### src/rtl/uart_tx_pkg.sv
// uart_tx_pkg: FSM state encodings and default baud divisor for the UART blocks.
package uart_tx_pkg;
  localparam int CLKS_PER_BIT_DEF = 434;
  typedef enum logic [2:0] {
    ST_IDLE   = 3'd0,
    ST_START  = 3'd1,
    ST_DATA   = 3'd2,
    ST_PARITY = 3'd3,
    ST_STOP   = 3'd4
  } state_t;
endpackage

### src/rtl/uart_baud_cnt.sv
// uart_baud_cnt: per-bit cycle counter, ticks in the last cycle of every bit.
module uart_baud_cnt
  import uart_tx_pkg::*;
#(
  parameter int CLKS_PER_BIT = CLKS_PER_BIT_DEF
) (
  input  logic i_clk,
  input  logic i_rst,
  input  logic i_clear,
  output logic o_tick
);
  localparam int W = $clog2(CLKS_PER_BIT);
  localparam logic [W-1:0] LAST = W'(CLKS_PER_BIT - 1);
  logic [W-1:0] clk_cnt;
  assign o_tick = clk_cnt == LAST;
  always_ff @(posedge i_clk)
    clk_cnt <= (i_rst || i_clear || o_tick) ? '0 : clk_cnt + 1'b1;
endmodule

### src/rtl/uart_tx.sv
// uart_tx: drains bytes over valid/ready and shifts them out as UART frames.
module uart_tx
  import uart_tx_pkg::*;
#(
  parameter int CLKS_PER_BIT = CLKS_PER_BIT_DEF,
  parameter int DATA_BITS    = 8,
  parameter int PARITY_EN    = 0,
  parameter int PARITY_ODD   = 0,
  parameter int STOP_BITS    = 1
) (
  input  logic                 i_clk,
  input  logic                 i_rst,
  input  logic                 i_valid,
  input  logic [DATA_BITS-1:0] i_data,
  output logic                 o_ready,
  output logic                 o_tx,
  output logic                 o_busy
);
  localparam logic [3:0] LAST_DATA = 4'(DATA_BITS - 1);
  localparam logic [3:0] LAST_STOP = 4'(STOP_BITS - 1);
  state_t               state;
  logic [DATA_BITS-1:0] shift;
  logic [3:0]           bit_idx;
  logic                 par;
  logic                 tick;
  logic                 fire;
  uart_baud_cnt #(.CLKS_PER_BIT(CLKS_PER_BIT)) u_baud (
    .i_clk   (i_clk),
    .i_rst   (i_rst),
    .i_clear (state == ST_IDLE),
    .o_tick  (tick)
  );
  // Accepting in the final stop cycle lets the next start bit follow with no gap.
  assign o_ready = state == ST_IDLE || (state == ST_STOP && bit_idx == LAST_STOP && tick);
  assign o_busy  = state != ST_IDLE;
  assign fire    = i_valid && o_ready;
  always_ff @(posedge i_clk)
    if (i_rst) begin
      state   <= ST_IDLE;
      shift   <= '0;
      bit_idx <= '0;
      par     <= 1'b0;
      o_tx    <= 1'b1;
    end else if (fire) begin
      state   <= ST_START;
      shift   <= i_data;
      par     <= (PARITY_ODD != 0) ? ~^i_data : ^i_data;
      bit_idx <= '0;
      o_tx    <= 1'b0;
    end else if (tick)
      case (state)
        ST_START: begin
          state   <= ST_DATA;
          bit_idx <= '0;
          o_tx    <= shift[0];
        end
        ST_DATA: begin
          shift   <= shift >> 1;
          bit_idx <= (bit_idx == LAST_DATA) ? '0 : bit_idx + 1'b1;
          state   <= (bit_idx != LAST_DATA) ? ST_DATA : (PARITY_EN != 0) ? ST_PARITY : ST_STOP;
          o_tx    <= (bit_idx != LAST_DATA) ? shift[1] : (PARITY_EN != 0) ? par : 1'b1;
        end
        ST_PARITY: begin
          state   <= ST_STOP;
          bit_idx <= '0;
          o_tx    <= 1'b1;
        end
        ST_STOP: begin
          state   <= (bit_idx == LAST_STOP) ? ST_IDLE : ST_STOP;
          bit_idx <= (bit_idx == LAST_STOP) ? '0 : bit_idx + 1'b1;
          o_tx    <= 1'b1;
        end
        default: state <= ST_IDLE;
      endcase
endmodule

### config.mk
export PLATFORM = sky130hd
export DESIGN_NAME = uart_tx
export DESIGN_NICKNAME = d
export VERILOG_FILES = /design/src/rtl/uart_tx_pkg.sv /design/src/rtl/uart_baud_cnt.sv /design/src/rtl/uart_tx.sv
export SDC_FILE = /design/constraint.sdc
export NUM_CORES = 1
export LEC_CHECK = 0
export ABC_AREA = 1
export BUFFER_PORTS_ARGS = -buffer_cell sky130_fd_sc_hd__clkbuf_2
export CORE_MARGIN = 2
export CORE_UTILIZATION = 55
export CTS_BUF_LIST = sky130_fd_sc_hd__clkbuf_8
export DETAILED_ROUTE_END_ITERATION = 10
export GPL_TIMING_DRIVEN = 0
export PLACE_DENSITY = 0.75
export SLEW_MARGIN = 20
export SYNTH_ARGS = -nofsm -noshare
export SYNTH_HDL_FRONTEND = slang
export SYNTH_HIERARCHICAL = 1
export SYNTH_SLANG_ARGS = --single-unit
### constraint.sdc
create_clock -name i_clk -period 3.18 [get_ports i_clk]
set_input_delay 0.477 -clock i_clk [delete_from_list [all_inputs] [get_ports i_clk]]
set_output_delay 0.477 -clock i_clk [all_outputs]
set_load 0.03 [all_outputs]
==> reports/metrics.yaml <==
clock_tree:
  cts_tree: "yes"
  postCtsHoldBufs: 0
  clk_latency_ns: 0.26
  h-tree-depth: 1
  clk_path_buf_depth: 2
  cts_made_buffers: 3
  clk_pin_slew_worst_paths_ns: 0.08
  ctsResizeCount: 0
  cts_sinks: 25
  cts_setup_buffers: 0
  root_buffer: "clkbuf_8"
sta:
  worst_pin_slew_ns: 0.2520
  drv_slew: 0
  slew_headroom_pct: 83.17
  setup_viol: 0
  fin_tns_setup_ns: 0
  hold_viol: 0
  max_freq_ghz: 0.4157
  finalClockSkew_ns: 0.002096
  finalCriticalPeriod_ns: 2.405
  fin_crit_sh_pct: 75.64
  grt_setup_unrepaired: "false"
worst_setup_path:
  startpoint: "u_baud/clk_cnt[0]"
  timing.rr.start: "u_baud/clk_cnt[0]"
  worstPathArrival_ns: 1.93
  cp-start-kind: "flop"
  crit_required_ns: 2.70
  cp_max_fo: 6
  endpoint_kind: "output pin"
  worstSetupPathType: "flop to output pin"
synthesis:
  synth_top_family_by_area: "simple AND/OR/NAND/NOR gates"
  avgSynthCellArea_sq_um: 6.913
  synth-simple-area-share_pct: 35.19
  synth.distinct_cells: 25
  synth_compound_area_share_pct: 14.81
  synth_xor_area_share_pct: 1.280
  yosysTopAreaCellShare_pct: 36.56
  synth-seq-area-share_pct: 36.56
  syn-cell-area_sq_mm: 0.001369
  ys_seq_elements: 25
  synthAdderAreaFrac_pct: 3.656
  syn_nets: 213
  synth.mux.area_fraction_pct: 0
  syn-instance-count: 198
  synth_area_leader_cell: "dfxtp_1"
  yosysWarnings: 6
  synthTopCellsByArea: "dfxtp_1 (37%), nand2_1 (15%), nand3_1 (7.7%)"
place:
  gp_congestion: 0.7735
  io_buffers: 13
  dp_hpwl_mm: 2.041
  placed_cells: 241
power_and_ir_drop:
  combPwrFrac_pct: 11.5
  pwr-share-seq_pct: 57.5
  power_density_mw_per_mm2: 379.5
  leakagePower_nw: 0.6290
  clkPwrFrac_pct: 31.0
  power.internal_w: 0.0004340
  peakVddDrop_uv: 251.4
  p_switching_w: 0.0001415
  switching_share_pct: 24.59
floorplan:
  die_w_microns: 53.89
  io_pins: 14
  dieArea_sq_mm: 0.002904
  core_area_sq_mm: 0.002410
  fp.dieH_microns: 53.89
  core.rowCount: 18
  start_util_pct: 56.80
min_path:
  hp-class: "primary input to flop"
  min_from: "i_data[7]"
global_route:
  grt_pass1_vias: 1082
  antenna_found_initial: 0
  overflow: 0
  grt_pass1_wl_mm: 4.367
  grt_util_all_layers_pct: 20.49
  grt_max_degree: 14
drt:
  wl_mm: 2.653
  vias: 1254
  ant_nets: 0
  drt_pass1_iterations: 4
  wire_per_inst_microns: 10.83
  vias_per_cell: 5.118
  drt_first_iter_violations: 33
  drc: 0
final_layout:
  n_antenna_cell: 0
  layout.nets: 231
  regArea_sq_um: 500.5
  drive_gt1_share_pct: 16.74
  nFillCells: 223
  mostFrequentLayoutCells: "nand2_1 (53), inv_1 (25), dfxtp_1 (25)"
  area_delta_synth_final_pct: 10.79
  finalNonFillerCells: 245
  layout_commonest_cell: "nand2_1"
  multi_input_area_sq_um: 752.0
outcome:
  status: "finished clean"
run:
  drv_cap: 0
[per-stage QoR]
stage / setup slack, ns / total power, W / area [sq um] / utilization (%) / hold slack, ns
6_report: 0.7746 / 0.0005755 / 1516 / 62.93 / 0.4450
5_1_grt: 0.5708 / 0.0006048 / 1516 / 62.93 / 0.4506
4_1_cts: 0.7508 / 0.0005860 / 1516 / 62.93 / 0.4397
2_1_floorplan: 1.319 / 0.0003834 / 1369 / - / 0.4446
3_5_place_dp: 1.053 / 0.0004043 / 1471 / 61.06 / 0.4748
3_3_place_gp: 1.078 / 0.0004018 / 1471 / 61.06 / 0.4598
[registers in the layout, summed over array words and instances (netlist names)]
signal,count
u_baud/clk_cnt,9
bit_idx,4
state,3
shift,8
o_tx,1
[power groups by stage]
stage	logic [W]	registers (W)	clock network (W)
floorplan	0.0000448	0.000339	0
global placement	0.0000645	0.000337	0
detailed placement	0.0000661	0.000338	0
CTS	0.0000661	0.000331	0.000189
global route	0.0000738	0.000333	0.000198
finish	0.0000661	0.000331	0.000179
[final timing paths]
| check | endpoint | slack (ns) | cells past startpoint |
|---|---|---|---|
| max | o_ready | 0.77 | 10 |
| min | shift[7] | 0.44 | 3 |
| max reg2reg | bit_idx[2] | 1.15 | 14 |
| min reg2reg | shift[0] | 0.48 | 2 |
[kinds of logic (layout without fill, tap and decap cells)]
logic type | Yosys count | in the layout
AO/OA/AOI/OAI | 30 | 30
adder cells (fa/ha/maj) | 4 | 4
buffers and inverters | 29 | 46
XOR/XNOR | 2 | 2
AND/OR/NAND/NOR | 108 | 108
flip-flops | 25 | 25
[critical path: stages (launching register included)]
cell      delay (ns)
dfxtp_1         0.41
ha_1            0.17
nand2_1         0.06
nor2_1          0.13
nand2_2         0.09
inv_1           0.20
inv_2           0.08
nor2_1          0.13
nand2_2         0.09
nand2_4         0.10
clkbuf_2        0.21
[synthesized netlist by cell type]
library cell and number:
nor2_2 1, xnor2_1 1, ha_1 4, buf_6 1
a31oi_1 1, o211a_1 2, a21boi_0 1, dfxtp_1 25
o21ai_4 1, nand2_4 3, xor2_1 1, o22ai_1 1
nor2_1 24, nand2_2 4, nor3_4 1, a21oi_1 11
inv_2 4, a21oi_2 5, inv_1 24, o21ai_0 5
o211ai_1 1, o21bai_1 2, nand2_1 53, nand3_1 21
nand4_1 1
[per-layer routing]
layer	GRT usage (%)	up-vias	routed length, microns
met5	0	-	0
met4	5.128	0	11
met3	3.333	2	66
met2	35.98	19	1319
met1	25.91	567	1256
li1	-	666	-
[final cells by class]
type | instances | area share (%)
sequential | 25 | 33.00
multi-input combinational | 144 | 49.59
clock inverter | 1 | 0.2475
buffer | 1 | 0.7426
timing repair buffer | 13 | 4.290
tap | 30 | 2.475
inverter | 28 | 6.931
clock buffer | 3 | 2.723
Note: power is estimated with default switching activity, not from simulation.
